$ cat src/rtl/exec_pkg.sv
// Shared definitions for the execution sequencer: state encodings, widths
// and the saturating instruction-counter increment.
package exec_pkg;

  localparam int STATE_W = 2;
  localparam int CNT_W   = 16;

  typedef enum logic [STATE_W-1:0] {
    ST_HALT  = 2'b00,
    ST_RUN   = 2'b01,
    ST_STEP  = 2'b10,
    ST_BREAK = 2'b11
  } state_t;

  // Increment that sticks at all-ones instead of wrapping.
  function automatic logic [CNT_W-1:0] sat_inc(input logic [CNT_W-1:0] v);
    logic [CNT_W-1:0] r;
    if (v == {CNT_W{1'b1}}) begin
      r = v;
    end else begin
      r = v + CNT_W'(1);
    end
    return r;
  endfunction

endpackage

$ cat src/rtl/exec_ctrl_if.sv
// Board/core side bundle of the execution sequencer. The slave modport is
// the sequencer's view; the master modport is the board/core view.
interface exec_ctrl_if;
  import exec_pkg::*;

  logic                run_sw;
  logic                step_btn;
  logic                cont_btn;
  logic                bp_en;
  logic [31:0]         bp_addr;
  logic [31:0]         pc;
  logic                cpu_en;
  logic [STATE_W-1:0]  state;
  logic                halted;
  logic [CNT_W-1:0]    instr_cnt;

  modport slave (
    input  run_sw, step_btn, cont_btn, bp_en, bp_addr, pc,
    output cpu_en, state, halted, instr_cnt
  );

  modport master (
    output run_sw, step_btn, cont_btn, bp_en, bp_addr, pc,
    input  cpu_en, state, halted, instr_cnt
  );
endinterface

$ cat src/rtl/btn_debounce.sv
// Push-button conditioner: 2-flop synchronizer, level debouncer that needs
// DEB_CYCLES consecutive samples of a new level, and a one-cycle pulse on
// each debounced press (holding the button yields a single pulse).
module btn_debounce #(
  parameter int DEB_CYCLES = 500_000,
  parameter int DEB_W      = 19
) (
  input  logic clk,
  input  logic reset,
  input  logic btn_raw,
  output logic pulse
);

  localparam logic [DEB_W-1:0] DEB_LAST = DEB_W'(DEB_CYCLES - 1);
  localparam logic [DEB_W-1:0] DEB_ONE  = DEB_W'(1);

  logic             sync1_r;
  logic             sync2_r;
  logic             level_r;
  logic             pulse_r;
  logic [DEB_W-1:0] cnt_r;
  logic             change_s;
  logic             settle_s;

  // Detect a differing sample and the sample that completes the stable run.
  always_comb begin
    change_s = (sync2_r != level_r);
    settle_s = change_s && (cnt_r == DEB_LAST);
  end

  // Bring the raw button into the clk domain.
  always_ff @(posedge clk or negedge reset) begin
    if (!reset) begin
      sync1_r <= 1'b0;
      sync2_r <= 1'b0;
    end else begin
      sync1_r <= btn_raw;
      sync2_r <= sync1_r;
    end
  end

  // Count consecutive samples of the new level; accept it and pulse on a press.
  always_ff @(posedge clk or negedge reset) begin
    if (!reset) begin
      level_r <= 1'b0;
      cnt_r   <= '0;
      pulse_r <= 1'b0;
    end else begin
      pulse_r <= 1'b0;
      if (settle_s) begin
        level_r <= sync2_r;
        cnt_r   <= '0;
        pulse_r <= sync2_r;
      end else if (change_s) begin
        cnt_r <= cnt_r + DEB_ONE;
      end else begin
        cnt_r <= '0;
      end
    end
  end

  assign pulse = pulse_r;

endmodule

$ cat src/rtl/exec_ctrl.sv
// Execution sequencer for the single-cycle MIPS core: turns switches and
// buttons into a one-cycle clock enable (halt / run / single-step / break),
// and counts issued instructions for the display.
module exec_ctrl
  import exec_pkg::*;
#(
  parameter int RUN_DIV    = 50_000_000,
  parameter int DIV_W      = 26,
  parameter int DEB_CYCLES = 500_000,
  parameter int DEB_W      = 19
) (
  input  logic       clk,
  input  logic       reset,
  exec_ctrl_if.slave bus
);

  localparam logic [DIV_W-1:0] DIV_LAST = DIV_W'(RUN_DIV - 1);
  localparam logic [DIV_W-1:0] DIV_ONE  = DIV_W'(1);

  state_t            state_r;
  logic [DIV_W-1:0]  div_r;
  logic              cpu_en_r;
  logic              bp_skip_r;
  logic [CNT_W-1:0]  instr_cnt_r;
  logic              step_p;
  logic              cont_p;
  logic              div_tc_s;
  logic              bp_hit_s;

  btn_debounce #(.DEB_CYCLES(DEB_CYCLES), .DEB_W(DEB_W)) u_step_deb (
    .clk     (clk),
    .reset   (reset),
    .btn_raw (bus.step_btn),
    .pulse   (step_p)
  );

  btn_debounce #(.DEB_CYCLES(DEB_CYCLES), .DEB_W(DEB_W)) u_cont_deb (
    .clk     (clk),
    .reset   (reset),
    .btn_raw (bus.cont_btn),
    .pulse   (cont_p)
  );

  // Terminal count of the run prescaler and an armed breakpoint match.
  always_comb begin
    div_tc_s = (div_r == DIV_LAST);
    bp_hit_s = bus.bp_en && (bus.pc == bus.bp_addr) && !bp_skip_r;
  end

  // Sequencer FSM; the prescaler only counts in RUN and sits at zero elsewhere,
  // so every entry into RUN starts a full RUN_DIV period.
  always_ff @(posedge clk or negedge reset) begin
    if (!reset) begin
      state_r   <= ST_HALT;
      div_r     <= '0;
      cpu_en_r  <= 1'b0;
      bp_skip_r <= 1'b0;
    end else begin
      cpu_en_r <= 1'b0;
      case (state_r)
        ST_HALT: begin
          div_r <= '0;
          if (bus.run_sw) begin
            state_r <= ST_RUN;
          end else if (step_p) begin
            state_r  <= ST_STEP;
            cpu_en_r <= 1'b1;
          end else begin
            state_r <= ST_HALT;
          end
        end
        ST_STEP: begin
          div_r   <= '0;
          state_r <= ST_HALT;
        end
        ST_RUN: begin
          if (!bus.run_sw) begin
            state_r <= ST_HALT;
            div_r   <= '0;
          end else if (div_tc_s) begin
            div_r <= '0;
            if (bp_hit_s) begin
              state_r <= ST_BREAK;
            end else begin
              cpu_en_r  <= 1'b1;
              bp_skip_r <= 1'b0;
            end
          end else begin
            div_r <= div_r + DIV_ONE;
          end
        end
        ST_BREAK: begin
          div_r <= '0;
          if (!bus.run_sw) begin
            state_r <= ST_HALT;
          end else if (cont_p) begin
            state_r   <= ST_RUN;
            bp_skip_r <= 1'b1;
          end else if (step_p) begin
            state_r  <= ST_STEP;
            cpu_en_r <= 1'b1;
          end else begin
            state_r <= ST_BREAK;
          end
        end
        default: begin
          state_r <= ST_HALT;
          div_r   <= '0;
        end
      endcase
    end
  end

  // Count issued instructions, saturating at all-ones.
  always_ff @(posedge clk or negedge reset) begin
    if (!reset) begin
      instr_cnt_r <= '0;
    end else if (cpu_en_r) begin
      instr_cnt_r <= sat_inc(instr_cnt_r);
    end else begin
      instr_cnt_r <= instr_cnt_r;
    end
  end

  assign bus.cpu_en    = cpu_en_r;
  assign bus.state     = state_r;
  assign bus.halted    = (state_r == ST_HALT) || (state_r == ST_BREAK);
  assign bus.instr_cnt = instr_cnt_r;

endmodule

$ cat src/flat_wrapper.sv
// flat-port wrapper written by rule: the top's interface ports become plain ports
module exec_ctrl_flat import exec_pkg::*;
#(
  parameter int RUN_DIV    = 50_000_000,
  parameter int DIV_W      = 26,
  parameter int DEB_CYCLES = 500_000,
  parameter int DEB_W      = 19
)
  (clk, reset, bus_run_sw, bus_step_btn, bus_cont_btn, bus_bp_en, bus_bp_addr, bus_pc, bus_cpu_en, bus_state, bus_halted, bus_instr_cnt);
  exec_ctrl_if bus_i ();
  input  logic clk;
  input  logic reset;
  input wire logic [$bits(bus_i.run_sw)-1:0] bus_run_sw;
  input wire logic [$bits(bus_i.step_btn)-1:0] bus_step_btn;
  input wire logic [$bits(bus_i.cont_btn)-1:0] bus_cont_btn;
  input wire logic [$bits(bus_i.bp_en)-1:0] bus_bp_en;
  input wire logic [$bits(bus_i.bp_addr)-1:0] bus_bp_addr;
  input wire logic [$bits(bus_i.pc)-1:0] bus_pc;
  output wire logic [$bits(bus_i.cpu_en)-1:0] bus_cpu_en;
  output wire logic [$bits(bus_i.state)-1:0] bus_state;
  output wire logic [$bits(bus_i.halted)-1:0] bus_halted;
  output wire logic [$bits(bus_i.instr_cnt)-1:0] bus_instr_cnt;
  assign bus_i.run_sw = bus_run_sw;
  assign bus_i.step_btn = bus_step_btn;
  assign bus_i.cont_btn = bus_cont_btn;
  assign bus_i.bp_en = bus_bp_en;
  assign bus_i.bp_addr = bus_bp_addr;
  assign bus_i.pc = bus_pc;
  assign bus_cpu_en = bus_i.cpu_en;
  assign bus_state = bus_i.state;
  assign bus_halted = bus_i.halted;
  assign bus_instr_cnt = bus_i.instr_cnt;
  exec_ctrl #(.RUN_DIV(RUN_DIV), .DIV_W(DIV_W), .DEB_CYCLES(DEB_CYCLES), .DEB_W(DEB_W)) u_core (.clk(clk), .reset(reset), .bus(bus_i));
endmodule
$ cat config.mk
export PLATFORM = sky130hd
export DESIGN_NAME = exec_ctrl_flat
export DESIGN_NICKNAME = d
export VERILOG_FILES = /design/src/rtl/exec_pkg.sv /design/src/rtl/exec_ctrl_if.sv /design/src/rtl/btn_debounce.sv /design/src/rtl/exec_ctrl.sv /design/src/flat_wrapper.sv
export SDC_FILE = /design/constraint.sdc
export NUM_CORES = 1
export LEC_CHECK = 0
export CORE_MARGIN = 1.5
export CORE_UTILIZATION = 47
export DETAILED_ROUTE_END_ITERATION = 16
export PLACE_DENSITY = 0.76
export SYNTH_ARGS = -nofsm -noshare
export SYNTH_HDL_FRONTEND = slang
export SYNTH_SLANG_ARGS = --single-unit
$ cat constraint.sdc
create_clock -name clk -period 1.9 [get_ports clk]
set_input_delay 0.19 -clock clk [delete_from_list [all_inputs] [get_ports clk]]
set_output_delay 0.19 -clock clk [all_outputs]
set_load 0.02 [all_outputs]
==> impl_metrics.py, run 1 <==
metrics = {
    "status": {
        "status": "completed",
    },
    "cts": {
        "clk_pin_slew_ns": 0.09,
        "cts_buffer_depth": 2,
        "cts.sinks": 92,
        "clockRootBuffer": "clkbuf_8",
        "numCtsBuffers": 9,
        "cts_tree": "done",
        "h-tree-depth": 3,
        "clk_latency_ns": 0.36,
    },
    "worst_setup_path": {
        "path_class": "flop to flop",
        "endpoint_kind": "flop",
        "cp_max_fo": 3,
        "worst_ep_required_time_ns": 2.17,
        "crit_start": "u_core.div_r[9]",
        "start_kind": "flop",
        "slowest_stage": "or4_4",
        "r2r-start": "u_core.div_r[9]",
        "worst_path_largest_cell_delay_ns": 0.48,
        "crit_chain": "nor4_2 > nand3_1 > or4_4 > a31oi_4 > nor3b_2 > a311oi_2",
        "crit_arrival_ns": 2.15,
    },
    "floorplan": {
        "start_util_pct": 48.5,
        "die_y_um": 103,
        "coreArea_um2": 9770,
        "die_x_um": 103,
        "num_io_pins": 90,
        "core.rowCount": 36,
        "die-area_um2": 10700,
    },
    "placement": {
        "numPortBuffers": 89,
        "place_hpwl_um": 7880,
        "routabilityCongestion": 0.813,
        "placed_cell_area_um2": 6150,
    },
    "layout": {
        "layout-drive-gt1-share_pct": 16.2,
        "nNetsFinal": 699,
        "fin_util_pct": 66.6,
        "postLayoutCellArea_um2": 6510,
        "area_growth_pct": 37.2,
        "antenna_cells": 0,
    },
    "power": {
        "power.density_nw_per_um2": 639,
        "p_leak_nw": 2.69,
        "ir_drop_mv": 0.349,
        "total_power_mw": 4.16,
    },
    "grt": {
        "track_usage_pct": 20.7,
        "antenna_found_initial": 0,
        "grt_pass1_wl_um": 17500,
        "grt_overflow": 0,
        "grt_start_max_net_pins": 93,
        "grt_pass1_vias": 3893,
    },
    "synthesis": {
        "synth_nets": 553,
        "yosys.area.top_type_share_pct": 48.5,
        "yosysWarnings": 0,
        "syn_inst": 474,
        "synth_flop_cell": "dfrtp_1",
        "synthesis.area_um2": 4740,
        "async_flop_share_pct": 100,
        "synth_seq_area_share_pct": 48.5,
        "synth_top_area_cell": "dfrtp_1",
        "ys_top_cells_by_count": "dfrtp_1, nor2_1, xnor2_1, xor2_1, nand2_1",
        "netlist-cell-type-count": 45,
        "ys_ff_latch": 92,
        "syn_avg_cell_area_um2": 10.0,
        "synth_edf_count": 0,
        "synthMostInstantiatedCell": "dfrtp_1",
        "synth.area.top_cells": "dfrtp_1, xnor2_1, xor2_1",
    },
    "timing": {
        "finalHoldViolations": 0,
        "grt_setup_unrepaired": "true",
        "post-route-min-period_ns": 1.88,
        "drv_slew": 0,
        "clock_skew_ns": 0.0111,
        "relSlewSlack_pct": 68.1,
        "tightest_slew_ns": 0.475,
        "setup_viol": 0,
        "setup_tns_ns": 0,
        "fmax_mhz": 531,
        "timing.final.crit_share_pct": 99.1,
        "hold_slack_ns": 0.270,
    },
    "worst_hold_path": {
        "hold_class": "input pin to flop",
        "min-delay-start": "bus_cont_btn",
    },
    "drt": {
        "via_per_inst": 5.11,
        "drc": 0,
        "num_vias": 3873,
        "antenna_left": 0,
        "firstDrtPassIters": 4,
        "wl_per_cell_um": 14.2,
        "dr.first_iter.drc_count": 102,
        "wirelength_um": 10800,
    },
    "run": {
        "maxCapViolCount": 0,
    },
}
==> flip-flops by register name, summed over array words and instances (netlist names), 2 cells and up <==
name,flops
u_core.u_cont_deb.cnt_r,19
u_core.div_r,26
u_core.u_step_deb.cnt_r,19
u_core.bus.state,2
u_core.bus.instr_cnt,16
==> where the power goes <==
part	switching [mW]	total [mW]	internal, mW
Sequential	0.0397	2.04	2.01
Combinational	0.361	0.759	0.398
Clock	0.707	1.36	0.650
==> area by class of cell <==
class                      instances  area, µm²
clock buffer                      11        141
clock inverter                     5       60.1
fill                             769       3260
inverter                          12       45.0
multi-input combinational        364       2450
sequential                        92       2300
tap                              133        166
timing repair buffer             141       1340
==> cell usage in the layout, fill, tap and decap left out, drive strengths merged, types with 2 or more instances in the layout <==
cell / count
xor2: 36
clkbuf: 11
dfrtp: 92
or4b: 2
and3: 11
buf: 52
nor4b: 6
ha: 9
nand4: 20
xnor2: 65
and4: 4
clkdlybuf4s50: 87
or2: 2
nor2b: 3
o21ai: 4
or4: 2
nand3: 34
nor3: 10
a21oi: 8
inv: 13
or3: 4
nor3b: 3
clkinv: 2
mux2: 3
nand2: 36
nor2: 79
a31oi: 4
nor4: 9
==> through the flow <==
stage | std cells | setup WS, ns
after floorplan | 474 | 0.00988
after global placement | 734 | -0.0681
final | 758 | 0.0180
after detailed placement | 734 | -0.0849
after CTS | 751 | 0.00299
after global routing | 758 | -0.0848
==> metal layers <==
metal / share of wire (%) / global-route usage [%]
met5: 0 / 0
met1: 45 / 26.5
met2: 51 / 35.5
met3: 2.7 / 4.70
met4: 1.3 / 5.51
==> worst max-delay path: cells and delay by family (launching register included) <==
kind	cells	cell delay, ns
AO/OA/AOI/OAI	2	0.38
flip-flops	1	0.43
AND/OR/NAND/NOR	4	0.98
==> path summary, 6_finish.rpt <==
| kind | end | cells past startpoint | slack [ns] |
|---|---|---|---|
| worst min register to register | u_core.u_cont_deb.sync2_r | 0 | 0.37 |
| max in group asynchronous | u_core.u_cont_deb.cnt_r[3] | 3 | 1.13 |
| worst max-delay path | u_core.bp_skip_r | 6 | 0.02 |
| worst max register to register | u_core.bp_skip_r | 6 | 0.02 |
| worst min-delay path | u_core.u_cont_deb.sync1_r | 1 | 0.27 |
| min in group asynchronous | u_core.div_r[17] | 3 | 0.40 |
==> timing repair <==
action | 4_1_cts | 5_1_grt
endpoints found under the setup margin | 2 | 52
pin swaps | 0 | 11
hold buffers | 1 | 0
hold endpoints to repair | 92 | 0
setup buffers | 0 | 6
cloned | 0 | 1
resized for setup | 3 | 20
==> cell families after synthesis <==
logic type	after synthesis	synth area share (%)
AOI/OAI and AO/OA	20	2.90
xor gates and xnor gates	101	18.6
adders and majority gates	9	2.37
buffers and inverters	18	1.74
DFF	92	48.5
muxes	4	0.923
and+or+nand+nor	230	24.9
No activity file was read; power rests on OpenSTA's default activity.
==> run 2: changes to the inputs <==
--- a/config.mk
+++ b/config.mk
@@ -5,10 +5,13 @@
 export SDC_FILE = /design/constraint.sdc
 export NUM_CORES = 1
 export LEC_CHECK = 0
+export CELL_PAD_IN_SITES_DETAIL_PLACEMENT = 1
+export CELL_PAD_IN_SITES_GLOBAL_PLACEMENT = 1
 export CORE_MARGIN = 1.5
-export CORE_UTILIZATION = 47
+export CORE_UTILIZATION = 36
 export DETAILED_ROUTE_END_ITERATION = 16
-export PLACE_DENSITY = 0.76
+export PLACE_DENSITY_LB_ADDON = 0.1
 export SYNTH_ARGS = -nofsm -noshare
 export SYNTH_HDL_FRONTEND = slang
 export SYNTH_SLANG_ARGS = --single-unit
+export TNS_END_PERCENT = 10
==> impl_metrics.py, run 2 (same netlist as run 1, synthesis figures left out) <==
metrics = {
    "status": {
        "status": "finished, violations left",
        "violations": "setup timing",
    },
    "timing": {
        "drv_slew": 0,
        "clock_skew_ns": 0.00636,
        "fmax_mhz": 522,
        "post-route-min-period_ns": 1.91,
        "hold_slack_ns": 0.281,
        "finalHoldViolations": 0,
        "setup_viol": 1,
        "fin_ws_ns": -0.0149,
        "timing.final.crit_share_pct": 101,
        "relSlewSlack_pct": 65.2,
        "grt_setup_unrepaired": "true",
        "tightest_slew_ns": 0.522,
    },
    "layout": {
        "instances_no_fill": 803,
        "fill_cells": 1475,
        "regMostFlops": "u_core.div_r",
        "reg_top3": "u_core.div_r x26, u_core.u_cont_deb.cnt_r x19, u_core.u_step_deb.cnt_r x19",
        "nNetsFinal": 706,
        "layout-drive-gt1-share_pct": 17.4,
        "largest_reg_flops": 26,
        "layout_commonest_cell": "dfrtp_1",
        "layout_common_cells": "dfrtp_1, clkdlybuf4s50_1, nor2_1",
        "area_growth_pct": 41.8,
        "antenna_cells": 0,
    },
    "floorplan": {
        "die-area_um2": 13900,
        "core.rowCount": 41,
        "die_y_um": 118,
        "start_util_pct": 37.3,
        "num_io_pins": 90,
        "die_x_um": 118,
        "coreArea_um2": 12700,
    },
    "worst_setup_path": {
        "cp_max_fo": 3,
        "path_class": "flop to flop",
        "crit_chain": "nor4_2 > nand3_1 > or4_4 > a31oi_4 > nor3b_2 > a311oi_2",
        "worst_ep_required_time_ns": 2.15,
        "worst_path_largest_cell_delay_ns": 0.48,
        "slowest_stage": "or4_4",
        "endpoint_kind": "flop",
        "crit_arrival_ns": 2.16,
        "start_kind": "flop",
    },
    "power": {
        "p_leak_nw": 2.79,
        "power.density_nw_per_um2": 689,
        "ir_drop_mv": 0.462,
    },
    "run": {
        "maxCapViolCount": 0,
    },
    "grt": {
        "grt_start_max_net_pins": 93,
        "antenna_found_initial": 0,
        "grt_pass1_wl_um": 20600,
        "grt_pass1_vias": 4351,
        "track_usage_pct": 18.4,
        "grt_overflow": 0,
    },
    "cts": {
        "cts_buffer_depth": 2,
        "numCtsBuffers": 9,
        "cts_tree": "done",
        "h-tree-depth": 3,
        "clk_pin_slew_ns": 0.07,
        "clockRootBuffer": "clkbuf_16",
        "cts.sinks": 92,
        "clk_latency_ns": 0.34,
    },
    "placement": {
        "place_hpwl_um": 9180,
        "numPortBuffers": 89,
        "dp_cells": 784,
        "routabilityCongestion": 0.755,
    },
    "drt": {
        "wirelength_um": 12200,
        "drc": 0,
        "antenna_left": 0,
        "wl_per_cell_um": 15.1,
        "num_vias": 3926,
        "firstDrtPassIters": 4,
        "via_per_inst": 4.89,
        "dr.first_iter.drc_count": 127,
    },
    "worst_hold_path": {
        "hold_class": "input pin to flop",
    },
}
-- run 2: cell types whose count changed in the layout (fill, tap and decap cells not counted), moves of 2 or more --
cell,delta
nand3_2,+2
clkbuf_8,-8
buf_4,+8
clkbuf_16,+9
nand3_1,-2
-- run 2: power by group --
part	total [mW]	switching, mW	leakage, nW	internal (mW)
Combinational	0.753	0.356	1.37	0.397
Sequential	2.05	0.0435	1.27	2.01
Clock	1.83	0.751	0.151	1.08
-- run 2: final timing paths --
| check | from | slack (ns) | end | depth (start not counted) |
|---|---|---|---|---|
| max reg2reg | u_core.div_r[9] | -0.01 | u_core.bp_skip_r | 6 |
| min reg2reg | u_core.u_step_deb.sync1_r | 0.36 | u_core.u_step_deb.sync2_r | 0 |
| max | u_core.div_r[9] | -0.01 | u_core.bp_skip_r | 6 |
| min | bus_step_btn | 0.28 | u_core.u_step_deb.sync1_r | 1 |
| min in group asynchronous | reset | 0.42 | u_core.div_r[17] | 3 |
| max in group asynchronous | reset | 1.05 | u_core.bus.instr_cnt[7] | 3 |
-- run 2: metal layers --
metal  part of all wire, %  vias to the layer above  GRT usage [%]  wire length [µm]
met5                     0                        -              0                 0
met4                   1.8                        0           7.39               217
met3                   1.6                       17           2.76               196
met2                    54                       24           33.6              6590
met1                    42                     1965           21.4              5150
li1                      -                     1920              -                 -
-- run 2: area by class of cell --
cell class              instances  area (µm²)  area share, %
inverters                      12        45.0          0.669
flip-flops and latches         92        2300           34.2
clock inverters                 4        48.8          0.725
multi-input cells             364        2470           36.8
repair buffers                148        1390           20.7
clock buffers                  11         253           3.76
well taps                     172         215           3.20
-- run 2: timing repair --
| item | CTS | global route |
|---|---|---|
| pin swaps | 1 | 8 |
| setup endpoints to repair | 21 | 68 |
| hold buffers | 1 | 0 |
| hold endpoints to repair | 92 | 0 |
| setup buffers | 1 | 1 |
| cloned | 0 | 1 |
| resized for setup | 9 | 17 |
-- run 2: per-stage QoR --
step / worst slack (ns) / setup TNS, ns / instance area (µm²) / util, % / power (mW)
2_1_floorplan: 0.00988 / 0 / 4750 / - / 2.41
3_3_place_gp: -0.0777 / -0.190 / 6280 / 49.4 / 2.83
3_5_place_dp: -0.0878 / -0.598 / 6280 / 49.4 / 2.85
4_1_cts: -0.0314 / -0.0368 / 6640 / 52.2 / 4.70
5_1_grt: -0.132 / -0.404 / 6730 / 52.9 / 4.87
6_report: -0.0149 / -0.0149 / 6730 / 52.9 / 4.64
-- run 2: worst max-delay path: cells and delay by family (launching register included) --
kind | cells | cell delay (ns)
AOI/OAI and AO/OA | 2 | 0.39
and+or+nand+nor | 4 | 1.02
DFF | 1 | 0.42
==> run 3: changes to the inputs <==
--- a/config.mk
+++ b/config.mk
@@ -5,10 +5,11 @@
 export SDC_FILE = /design/constraint.sdc
 export NUM_CORES = 1
 export LEC_CHECK = 0
+export ABC_AREA = 1
 export CELL_PAD_IN_SITES_DETAIL_PLACEMENT = 1
 export CELL_PAD_IN_SITES_GLOBAL_PLACEMENT = 1
 export CORE_MARGIN = 1.5
-export CORE_UTILIZATION = 36
+export CORE_UTILIZATION = 35
 export DETAILED_ROUTE_END_ITERATION = 16
 export PLACE_DENSITY_LB_ADDON = 0.1
 export SYNTH_ARGS = -nofsm -noshare
==> impl_metrics.py, run 3 <==
metrics = {
    "worst_setup_path": {
        "endpoint_kind": "flop",
        "r2r-start": "u_core.div_r[1]",
        "slowest_stage": "dfrtp_1",
        "worst_path_largest_cell_delay_ns": 0.36,
        "r2r-end": "u_core.div_r[22]",
        "reg2regPathDepth": 12,
        "start_kind": "flop",
        "path_class": "flop to flop",
        "worst_ep_required_time_ns": 2.14,
        "cp_max_fo": 4,
        "crit_arrival_ns": 2.11,
        "crit_chain": "ha_2 > nand2_2 > nor2_4 > nand2_4 > nor2_4 > nand3_2 > nor2_4 > nand2_4 > nor2_4 > nand2_2 > nor2_2 > nor3_2",
        "cp_common_cell": "nor2_4",
        "ff2ff_setup_slack_ns": 0.03,
    },
    "synthesis": {
        "ys_top_cells_by_count": "nand2_1, inv_1, dfrtp_1, nor2_1, a21oi_1",
        "synth.area.top_cells": "dfrtp_1, nand2_1, inv_1",
        "syn_avg_cell_area_um2": 7.79,
        "synthMostInstantiatedCell": "nand2_1",
        "yosysWarnings": 0,
        "yosys.area.top_type_share_pct": 43.8,
        "synth_top_area_cell": "dfrtp_1",
        "synth_nets": 753,
        "ys_ff_latch": 92,
        "synth_seq_area_share_pct": 43.8,
        "syn_inst": 674,
        "async_flop_share_pct": 100,
        "synth_flop_cell": "dfrtp_1",
        "synthesis.area_um2": 5250,
        "netlist-cell-type-count": 40,
        "synth_edf_count": 0,
    },
    "cts": {
        "h-tree-depth": 3,
        "cts.sinks": 92,
        "cts_tree": "done",
        "clk_pin_slew_ns": 0.07,
        "numCtsBuffers": 9,
        "clk_latency_ns": 0.35,
        "cts_buffer_depth": 2,
        "clockRootBuffer": "clkbuf_16",
    },
    "worst_hold_path": {
        "hold_class": "input pin to flop",
        "holdPathEnd": "u_core.u_cont_deb.sync1_r",
        "min_path_cells": 1,
        "min-delay-start": "bus_cont_btn",
    },
    "grt": {
        "grt_overflow": 0,
        "grt_pass1_vias": 5065,
        "grt_start_max_net_pins": 42,
        "track_usage_pct": 18.3,
        "antenna_found_initial": 0,
        "grt_pass1_wl_um": 23600,
    },
    "timing": {
        "tightest_slew_ns": 0.498,
        "fmax_mhz": 535,
        "hold_slack_ns": 0.275,
        "setup_viol": 0,
        "clock_skew_ns": 0.00617,
        "post-route-min-period_ns": 1.87,
        "timing.final.crit_share_pct": 98.4,
        "grt_setup_unrepaired": "true",
        "relSlewSlack_pct": 66.8,
        "finalHoldViolations": 0,
        "drv_slew": 0,
    },
    "placement": {
        "routabilityCongestion": 0.810,
        "place_hpwl_um": 10500,
        "numPortBuffers": 89,
        "placed_cell_area_um2": 6540,
    },
    "drt": {
        "num_vias": 4737,
        "wl_per_cell_um": 14.0,
        "wirelength_um": 13900,
        "via_per_inst": 4.77,
        "antenna_left": 0,
        "drc": 0,
        "dr.first_iter.drc_count": 132,
        "firstDrtPassIters": 4,
    },
    "layout": {
        "area_growth_pct": 33.8,
        "largest_reg_flops": 26,
        "fin_util_pct": 48.2,
        "reg_top3": "u_core.div_r x26, u_core.u_cont_deb.cnt_r x19, u_core.u_step_deb.cnt_r x19",
        "postLayoutCellArea_um2": 7030,
        "antenna_cells": 0,
        "layout_common_cells": "nand2_1, inv_1, dfrtp_1",
        "layout-drive-gt1-share_pct": 14.2,
        "regMostFlops": "u_core.div_r",
        "layout_commonest_cell": "nand2_1",
        "nNetsFinal": 883,
    },
    "floorplan": {
        "start_util_pct": 36.0,
        "die-area_um2": 15700,
        "core.rowCount": 44,
        "die_x_um": 125,
        "die_y_um": 125,
        "num_io_pins": 90,
        "coreArea_um2": 14600,
    },
    "run": {
        "maxCapViolCount": 0,
    },
    "power": {
        "p_leak_nw": 3.25,
        "ir_drop_mv": 0.451,
        "power.density_nw_per_um2": 702,
    },
    "status": {
        "status": "completed",
    },
}
==> run 3: cell types whose count changed after synthesis, sizes merged, moves of 17 or more <==
cell,change
nand2,+115
inv,+105
xnor2,-43
o21ai,+32
a21oi,+24
nor2,+21
xor2,-18
nor3,+17
==> run 3: report_power, final <==
group          leakage [nW]  internal [mW]  total (mW)  switching [mW]
Clock                 0.146           1.06        1.86           0.794
Combinational          1.84          0.470       0.984           0.513
Sequential             1.26           2.02        2.09          0.0667
Total                  3.25           3.56        4.93            1.37
==> run 3: timing repair <==
| item | in CTS | in global routing |
|---|---|---|
| pin swaps | 0 | 13 |
| endpoints found under the setup margin | 1 | 19 |
| gates resized for setup | 2 | 21 |
| hold endpoints to repair | 34 | 0 |
| hold buffers | 1 | 0 |
| buffers inserted | 0 | 11 |
==> run 3: cell type report <==
class / count / area [µm²]
sequential: 92 / 2300
inverter: 117 / 442
clock inverter: 5 / 60.1
fill: 1754 / 7560
tap: 184 / 230
clock buffer: 11 / 243
multi-input combinational: 461 / 2580
timing repair buffer: 123 / 1170
==> run 3: routing by layer <==
layer	part of all wire, %	global-route usage [%]	up-vias
met3	3.5	3.51	14
met2	48	31.6	85
met4	1.2	5.41	0
met5	0	0	-
li1	-	-	2373
met1	47	23.4	2265
==> run 3: how the worst max path moves through the flow <==
stage	from	to
finish	u_core.div_r[1]	u_core.div_r[22]
global route	u_core.div_r[1]	u_core.div_r[16]
CTS	u_core.div_r[1]	u_core.div_r[22]
detailed placement	bus_pc[21]	u_core.bus.state[1]
global placement	bus_pc[21]	u_core.bus.state[0]
floorplan	u_core.bus.instr_cnt[0]	u_core.bus.instr_cnt[13]
==> run 3: cell families (layout without fill, tap and decap cells) <==
family                     after synthesis  count (layout)  synth area share (%)
buffers and inverters                  121             256                  8.84
AOI/OAI and AO/OA                       73              73                  7.20
DFF                                     92              92                  43.8
adders and majority gates                9               9                  2.14
muxes                                    1               1                 0.214
xor gates and xnor gates                40              40                  6.96
and+or+nand+nor                        338             338                  30.8
==> run 3: critical path: cells and delay by family (launching register included) <==
family,cells,cell delay (ns)
adders and majority gates,1,0.20
DFF,1,0.36
and+or+nand+nor,11,1.19
==> run 3: per-stage QoR <==
| step | std cells | setup WS [ns] | setup TNS (ns) | total power, mW |
|---|---|---|---|---|
| 2_1_floorplan | 674 | 0.0785 | 0 | 2.58 |
| 3_3_place_gp | 965 | 0.0190 | 0 | 3.07 |
| 3_5_place_dp | 965 | -0.0377 | -0.0483 | 3.12 |
| 4_1_cts | 982 | 0.0369 | 0 | 4.99 |
| 5_1_grt | 993 | -0.117 | -0.724 | 5.17 |
| 6_report | 993 | 0.0296 | 0 | 4.93 |
